[src/rtl/race_sequencer.sv]
// Race-flow controller: 3-2-1 countdown, GO phase, lap counting, finish.
// Sits between the menu FSM and the gameplay datapath; all outputs registered.
module race_sequencer #(
  parameter int FRAMES_PER_STEP = 60,
  parameter int GO_FRAMES       = 60,
  parameter int LAPS            = 3
) (
  input  logic       pclk,
  input  logic       rst,
  input  logic       track_visible,
  input  logic       frame_ended,
  input  logic       lap_finished,
  output logic       car_enable,
  output logic       lap_timer_run,
  output logic       race_start,
  output logic       countdown_active,
  output logic [1:0] countdown_digit,
  output logic       go_visible,
  output logic [3:0] lap_count,
  output logic       race_finished,
  output logic [2:0] state
);

  typedef enum logic [2:0] {
    S_IDLE   = 3'd0,
    S_COUNT  = 3'd1,
    S_GO     = 3'd2,
    S_RACE   = 3'd3,
    S_FINISH = 3'd4
  } state_e;

  localparam logic [7:0] STEP_LAST = 8'(FRAMES_PER_STEP - 1);
  localparam logic [7:0] GO_LAST   = 8'(GO_FRAMES - 1);
  localparam logic [3:0] LAP_GOAL  = 4'(LAPS);

  state_e     state_q, state_d;
  logic [7:0] frame_cnt_q, frame_cnt_d;
  logic [1:0] digit_q, digit_d;
  logic [3:0] lap_q, lap_d;
  logic       car_q, car_d;
  logic       timer_q, timer_d;
  logic       start_q, start_d;
  logic       cd_act_q, cd_act_d;
  logic       go_q, go_d;
  logic       fin_q, fin_d;
  logic [3:0] lap_inc;

  assign lap_inc = lap_q + 4'd1;

  // State and output registers; reset and abort share the same cleared values
  always_ff @(posedge pclk or posedge rst) begin
    if (rst) begin
      state_q     <= S_IDLE;
      frame_cnt_q <= 8'd0;
      digit_q     <= 2'd0;
      lap_q       <= 4'd0;
      car_q       <= 1'b0;
      timer_q     <= 1'b0;
      start_q     <= 1'b0;
      cd_act_q    <= 1'b0;
      go_q        <= 1'b0;
      fin_q       <= 1'b0;
    end else begin
      state_q     <= state_d;
      frame_cnt_q <= frame_cnt_d;
      digit_q     <= digit_d;
      lap_q       <= lap_d;
      car_q       <= car_d;
      timer_q     <= timer_d;
      start_q     <= start_d;
      cd_act_q    <= cd_act_d;
      go_q        <= go_d;
      fin_q       <= fin_d;
    end
  end

  // Next-state logic; abort (track hidden) overrides every other event
  always_comb begin
    state_d     = state_q;
    frame_cnt_d = frame_cnt_q;
    digit_d     = digit_q;
    lap_d       = lap_q;
    car_d       = car_q;
    timer_d     = timer_q;
    start_d     = 1'b0;
    cd_act_d    = cd_act_q;
    go_d        = go_q;
    fin_d       = fin_q;
    if (state_q != S_IDLE && !track_visible) begin
      state_d     = S_IDLE;
      frame_cnt_d = 8'd0;
      digit_d     = 2'd0;
      lap_d       = 4'd0;
      car_d       = 1'b0;
      timer_d     = 1'b0;
      cd_act_d    = 1'b0;
      go_d        = 1'b0;
      fin_d       = 1'b0;
    end else begin
      unique case (state_q)
        S_IDLE: begin
          if (track_visible) begin
            state_d     = S_COUNT;
            frame_cnt_d = 8'd0;
            digit_d     = 2'd3;
            lap_d       = 4'd0;
            cd_act_d    = 1'b1;
          end
        end
        S_COUNT: begin
          if (frame_ended) begin
            if (frame_cnt_q == STEP_LAST) begin
              frame_cnt_d = 8'd0;
              if (digit_q == 2'd1) begin
                state_d  = S_GO;
                start_d  = 1'b1;
                car_d    = 1'b1;
                timer_d  = 1'b1;
                go_d     = 1'b1;
                cd_act_d = 1'b0;
                digit_d  = 2'd0;
              end else begin
                digit_d = digit_q - 2'd1;
              end
            end else begin
              frame_cnt_d = frame_cnt_q + 8'd1;
            end
          end
        end
        S_GO: begin
          if (frame_ended) begin
            if (frame_cnt_q == GO_LAST) begin
              frame_cnt_d = 8'd0;
              state_d     = S_RACE;
              go_d        = 1'b0;
            end else begin
              frame_cnt_d = frame_cnt_q + 8'd1;
            end
          end
          // A final lap during GO wins over the GO->RACE move
          if (lap_finished) begin
            lap_d = lap_inc;
            if (lap_inc == LAP_GOAL) begin
              state_d     = S_FINISH;
              frame_cnt_d = 8'd0;
              car_d       = 1'b0;
              timer_d     = 1'b0;
              go_d        = 1'b0;
              fin_d       = 1'b1;
            end
          end
        end
        S_RACE: begin
          if (lap_finished) begin
            lap_d = lap_inc;
            if (lap_inc == LAP_GOAL) begin
              state_d = S_FINISH;
              car_d   = 1'b0;
              timer_d = 1'b0;
              fin_d   = 1'b1;
            end
          end
        end
        S_FINISH: begin
          state_d = S_FINISH;
        end
        default: begin
          state_d = S_IDLE;
        end
      endcase
    end
  end

  assign state            = state_q;
  assign countdown_digit  = digit_q;
  assign lap_count        = lap_q;
  assign car_enable       = car_q;
  assign lap_timer_run    = timer_q;
  assign race_start       = start_q;
  assign countdown_active = cd_act_q;
  assign go_visible       = go_q;
  assign race_finished    = fin_q;

endmodule
[config.mk]
export PLATFORM = sky130hd
export DESIGN_NAME = race_sequencer
export DESIGN_NICKNAME = d
export VERILOG_FILES = /design/src/rtl/race_sequencer.sv
export SDC_FILE = /design/constraint.sdc
export NUM_CORES = 1
export LEC_CHECK = 0
export ABC_AREA = 0
export BUFFER_PORTS_ARGS = -buffer_cell sky130_fd_sc_hd__buf_4
export CAP_MARGIN = 10
export CORE_MARGIN = 3
export CORE_UTILIZATION = 35
export CTS_BUF_LIST = sky130_fd_sc_hd__clkbuf_2 sky130_fd_sc_hd__clkbuf_4 sky130_fd_sc_hd__clkbuf_8
export DETAILED_ROUTE_END_ITERATION = 8
export GPL_TIMING_DRIVEN = 1
export MAX_ROUTING_LAYER = met4
export SYNTH_ARGS = -nofsm -noshare
export SYNTH_HDL_FRONTEND = slang
export SYNTH_SLANG_ARGS = --single-unit
[constraint.sdc]
create_clock -name pclk -period 1.8 [get_ports pclk]
set_input_delay 0.54 -clock pclk [delete_from_list [all_inputs] [get_ports pclk]]
set_output_delay 0.54 -clock pclk [all_outputs]
set_load 0.03 [all_outputs]
---- Yosys cells after proc, flatten, opt, wreduce, memory -nomap -nowiden ----
Cells that the tools add are included.
word-level totals
  register bits after elaboration ......... 22
  bits of input ports ..................... 5
  output and inout port bits .............. 15
  logic and storage cells ................. 105
cells by class
  $add $sub $neg .......................... 3
  equality and inequality tests ........... 15
  multiplexer cells ....................... 57
  reductions and logical operators ........ 21
operators by type and width
  operator                                               number
  two-way mux 8 bit                                      6
  two-way mux 3 bit                                      11
  two-way mux 1 bit                                      25
  one-hot mux 8 bit (3 select lines)                     1
  inequality test 3 bit, second input constant           6
  one-hot mux 3 bit (5 select lines)                     1
  nonzero test 3 bit                                     5
  two-way mux 4 bit                                      3
  AND reduction 6 bit                                    2
  two-way mux 2 bit                                      5
  adder 8 x 1 -> 8 bit, second input constant            1
  equality test 8 x 6 -> 1 bit, second input constant    1
  one-hot mux 4 bit (2 select lines)                     1
  AND reduction 4 bit                                    2
  equality test 3 x 2 -> 1 bit, second input constant    2
  inequality test 3 x 1 -> 1 bit, second input constant  2
  one-hot mux 1 bit (2 select lines)                     3
  AND reduction 3 bit                                    2
  nonzero test 2 bit                                     3
  AND reduction 5 bit                                    1
  adder 4 x 1 -> 4 bit, second input constant            1
  equality test 4 x 2 -> 1 bit, second input constant    1
  one-hot mux 2 bit (2 select lines)                     1
  nonzero test 4 bit                                     1
  other kinds (9)                                        9

---- Depth between registers and ports, before layout ----
  depth after elaboration ................. 7
  mapped depth ............................ 7
  gate-level depth less buffers ........... 7

---- Worst setup path before layout ----
No wires, ideal clock.
  path type ............................... reg2reg
  from .................................... register lap_q[0] (netlist: lap_count[0])
  to ...................................... register frame_cnt_q[1]
  data arrival time ....................... 1.815 ns
  path slack .............................. -0.111 ns
  cell stages (with the launch flop) ...... 7
  cell sequence ........................... dfrtp_1 -> ha_1 -> nor2_1 -> a21o_1 -> a211oi_2 -> nand2b_1 -> o31ai_1
between the ends
  longest elaborated chain between the ends .. 6
ends and longest elaborated chain
  item                                RTL line  RTL
  start: declaration                  39        logic [3:0] lap_q, lap_d;
  start signal: assignment            67        lap_q <= lap_d;
  adder 4 x 1 -> 4 bit                48        assign lap_inc = lap_q + 4'd1;
  equality test 4 x 2 -> 1 bit        143       if (lap_inc == LAP_GOAL) begin
  two-way mux 8 bit                   143
  two-way mux 8 bit                   141       if (lap_finished) begin
  one-hot mux 8 bit (3 select lines)  100       unique case (state_q)
  two-way mux 8 bit                   89        if (state_q != S_IDLE && !track_visible) begin
  end signal: assignment              65        frame_cnt_q <= frame_cnt_d;
  end: declaration                    37        logic [7:0] frame_cnt_q, frame_cnt_d;
No other way between the ends.
A chain may end at the register's enable or synchronous reset.

---- Final worst setup path ----
  from .................................... register frame_cnt_q[7]
  to ...................................... register state_q[0] (netlist: state[0])
between the ends
  longest elaborated chain between the ends .. 7
  elaborated cells on any way between the ends .. 9
  those cells by class .................... eq/ne: 2; mux: 6; reduce/logical: 1
ends and longest elaborated chain
  item                                RTL line  RTL
  equality test 8 x 6 -> 1 bit *      112, 132
  two-way mux 3 bit                   132       if (frame_cnt_q == GO_LAST) begin
  two-way mux 3 bit                   131       if (frame_ended) begin
  two-way mux 3 bit                   143
  two-way mux 3 bit                   141
  one-hot mux 3 bit (5 select lines)  100
  two-way mux 3 bit                   89
  end signal: assignment              64        state_q <= state_d;
  end: declaration                    36        state_e state_q, state_d;
Every way passes the cells marked *; elsewhere a longest branch is shown, timed or not.

==> results.md <==
* Status: finished, final reports clean
* Vias/cell at 5.43
* Die height at 69.2 um
* Post-synth top area share at 39.4%
* Number of global-route vias before repair at between 1k and 1.5k
* CP Data Arrival Time at 1.91 ns
* Final Slew Violations at 0
* Fin area at 0.00184 mm2
* Fill count at around 380
* Sequential power share at 45.5%
* FP Rows at 22
* Most frequent cells in the layout: 39 x buf_4, 20 x nand2_1, 20 x dfrtp_1
* Critical path endpoint category: register
* GPL Wtd Cong at 0.841
* Post-Syn Nets at 176
* Fin crit period at 1.76 ns
* Total number of vias at around 1.4k
* Crit-path max FO at 6
* Core Util, Final at 49.1%
* Skew final at 0.00340 ns
* TritonRoute pass-1 iters at 4
* Die width at 69.2 um
* Sw Ratio at 31.2%
* Ant. Diodes at 0
* CP Capture Point: state[0]$_DFFE_PP0P_
* Post-synthesis register bit count at 22
* Core outline area at 0.00374 mm2
* Overall power at 1.26 mW
* Final cell count without fillers at 250
* FFs w/ async S/R, synth at 100%
* P_leak at 0.813 nW
* Synth Instances at 167
* DP Wirelength at 2410 um
* Max Cap Viol at 0
* Worst hold slack at 0.314 ns
* Setup WS pre-CTS at 0.00872 ns
* Commonest non-fill, non-tap cell in the layout: buf_4
* Power Density at 687 mW/mm2
* Largest net degree at the start of global routing at 23
* Final WL at between 3000 and 4000 um
* Drt wl/cell at 13.7 um
* Drt drc at 0
* Synth-to-Final Area Change at 31.4%
* Sink Count at 22
* Number of nets still failing antenna checks after routing at 0
* Clock transition at the registers of the reported paths at 0.08 ns
* Critical Path Start Type: register
* Total I/O pin count at 20
* Yosys warns at 0
* Fmax at 0.567 GHz
* Synth Flop Type: dfrtp_1
* Die footprint at roughly 0.0048 mm2
* Starting density of the core at 37.3%
* R2r setup slk at 0.04 ns
* Gr ovfl total at 0
* RSZ-0062 raised after global routing: yes
* Layout cells sized above 1 at between 30 and 40%
* All-Layer GR Usage at between 10% and 20%
* Maximum root-to-sink buffer count at 2
* Final #Nets at ~210
* I/O Buffers at 19
* R2r endpoint: state[0]$_DFFE_PP0P_
* CP required at 1.94 ns
* Post-CTS Hold Fix Bufs at 0
* Critical Path Start: frame_cnt_q[7]$_DFFE_PP0P_
* Reg2reg start: frame_cnt_q[7]$_DFFE_PP0P_
* Final worst slack at between 0.03 and 0.04 ns
* H-tree Lvls at 1
* Synth unique cells at 46
* Cell Area, Placed at approximately 0.0017 mm2
* Post-synthesis sequential area ratio at 39.4%
* Dominant cell type by area after synthesis: dfrtp_1
* CTS Buf Count at 3
* Internal power at about 0.87 mW
* Starting DRT DRC Count at 56
* Average cell area after synthesis at approximately 8.4 um2
* Tcrit/Tclk final at 98.0%
* Clock Tree Root: clkbuf_8
* Synth top area cells: dfrtp_1 39%, nand2_1 6.2%, nor2_1 4.3%
* Initial antenna violation count at 0
* Final hold vios at 0
* Crit path kind: reg2reg
* Placed Cells at ~240
* Worst-Margin Slew at 0.355 ns
* Worst Reg-to-Reg Cells at 5
* Worst slew margin at approximately three quarters
* Power share of the combinational group at 26.4%
* Post-synth EDFFs at 0
* Worst skew pair latency at 0.26 ns
* Sw power at 0.394 mW
* Hold/Removal Path Class: in2async
* First-pass GRT wire length at 5730 um
* Clk pwr share at 28.1%
* Setup Viol. Count Final at 0
* Netlist Area Pre-Place at 0.00140 mm2
* CTS tree: done
* Setup TNS at 0 ns
* Max VDD drop at 474 uV
state kept, by name, indices dropped and copies added, names as in the netlist:
| name | count |
|---|---|
| go_visible | 1 |
| state | 3 |
| countdown_digit | 2 |
| race_finished | 1 |
| frame_cnt_q | 8 |
| lap_count | 4 |
| lap_timer_run | 1 |
| race_start | 1 |
| countdown_active | 1 |
power groups by stage:
stage,clock network [mW],registers (mW),logic (mW)
3_5_place_dp,0,0.584,0.308
2_1_floorplan,0,0.619,0.167
5_1_grt,0.384,0.580,0.365
6_report,0.355,0.574,0.333
3_3_place_gp,0,0.582,0.302
4_1_cts,0.367,0.574,0.309
critical path, stage by stage (launching register included):
cell and delay, ns:
dfrtp_1 0.38, or4b_4 0.53, or3_4 0.39, o21ai_2 0.15, a21o_1 0.13, a211oi_1 0.06
synth_stat cells, types with 2 or more instances:
cell	n
mux2i_1	2
nor2b_1	5
nor2_1	16
nor3_1	7
nor3b_1	3
clkbuf_1	5
or2_1	2
a21oi_1	4
ha_1	4
nand4_1	3
inv_1	6
a31oi_1	4
o31ai_1	5
a21o_1	3
dfrtp_1	22
buf_2	2
nand2_1	23
nand2b_1	4
o21ai_0	5
nand3_1	8
o21ai_1	7
a32oi_1	2
a211oi_1	2
how the worst min path moves through the flow:
stage	end	slack (ns)	cells past startpoint
floorplan	frame_cnt_q[4]$_DFFE_PP0P_	0.49	1
global placement	countdown_active$_DFFE_PP0P_	0.50	2
detailed placement	countdown_active$_DFFE_PP0P_	0.51	2
CTS	frame_cnt_q[7]$_DFFE_PP0P_	0.33	3
global route	frame_cnt_q[7]$_DFFE_PP0P_	0.35	3
finish	lap_count[2]$_DFFE_PP0P_	0.31	3
logic make-up after synthesis:
| family | synth area share, % |
|---|---|
| XOR/XNOR | 1.25 |
| AO/OA/AOI/OAI | 21.0 |
| buffers and inverters | 4.48 |
| AND/OR/NAND/NOR | 28.0 |
| adder cells (fa/ha/maj) | 3.58 |
| flip-flops | 39.4 |
| multiplexers | 2.24 |
cell type report:
cell class                 count  area [um2]  share of cell area [%]
multi-input combinational    130         842                    45.8
sequential                    22         553                    30.1
timing repair buffer          40         304                    16.6
tap                           48        60.1                    3.27
clock buffer                   4        55.1                    3.00
inverter                       6        22.5                    1.23
per-layer routing:
metal | vias up | wire length, um | track usage (%)
met3 | 2 | 126 | 2.17
met1 | 651 | 1570 | 19.2
met5 | - | 0 | -
met4 | 0 | 17 | 4.34
li1 | 673 | - | -
met2 | 31 | 1720 | 22.4
what timing repair did:
| action | 4_1_cts | 5_1_grt |
|---|---|---|
| pin swaps | 0 | 2 |
| setup endpoints to repair | 3 | 8 |
| gates resized for setup | 1 | 12 |
| buffers inserted | 0 | 5 |
(Power assumes the default switching activity.)
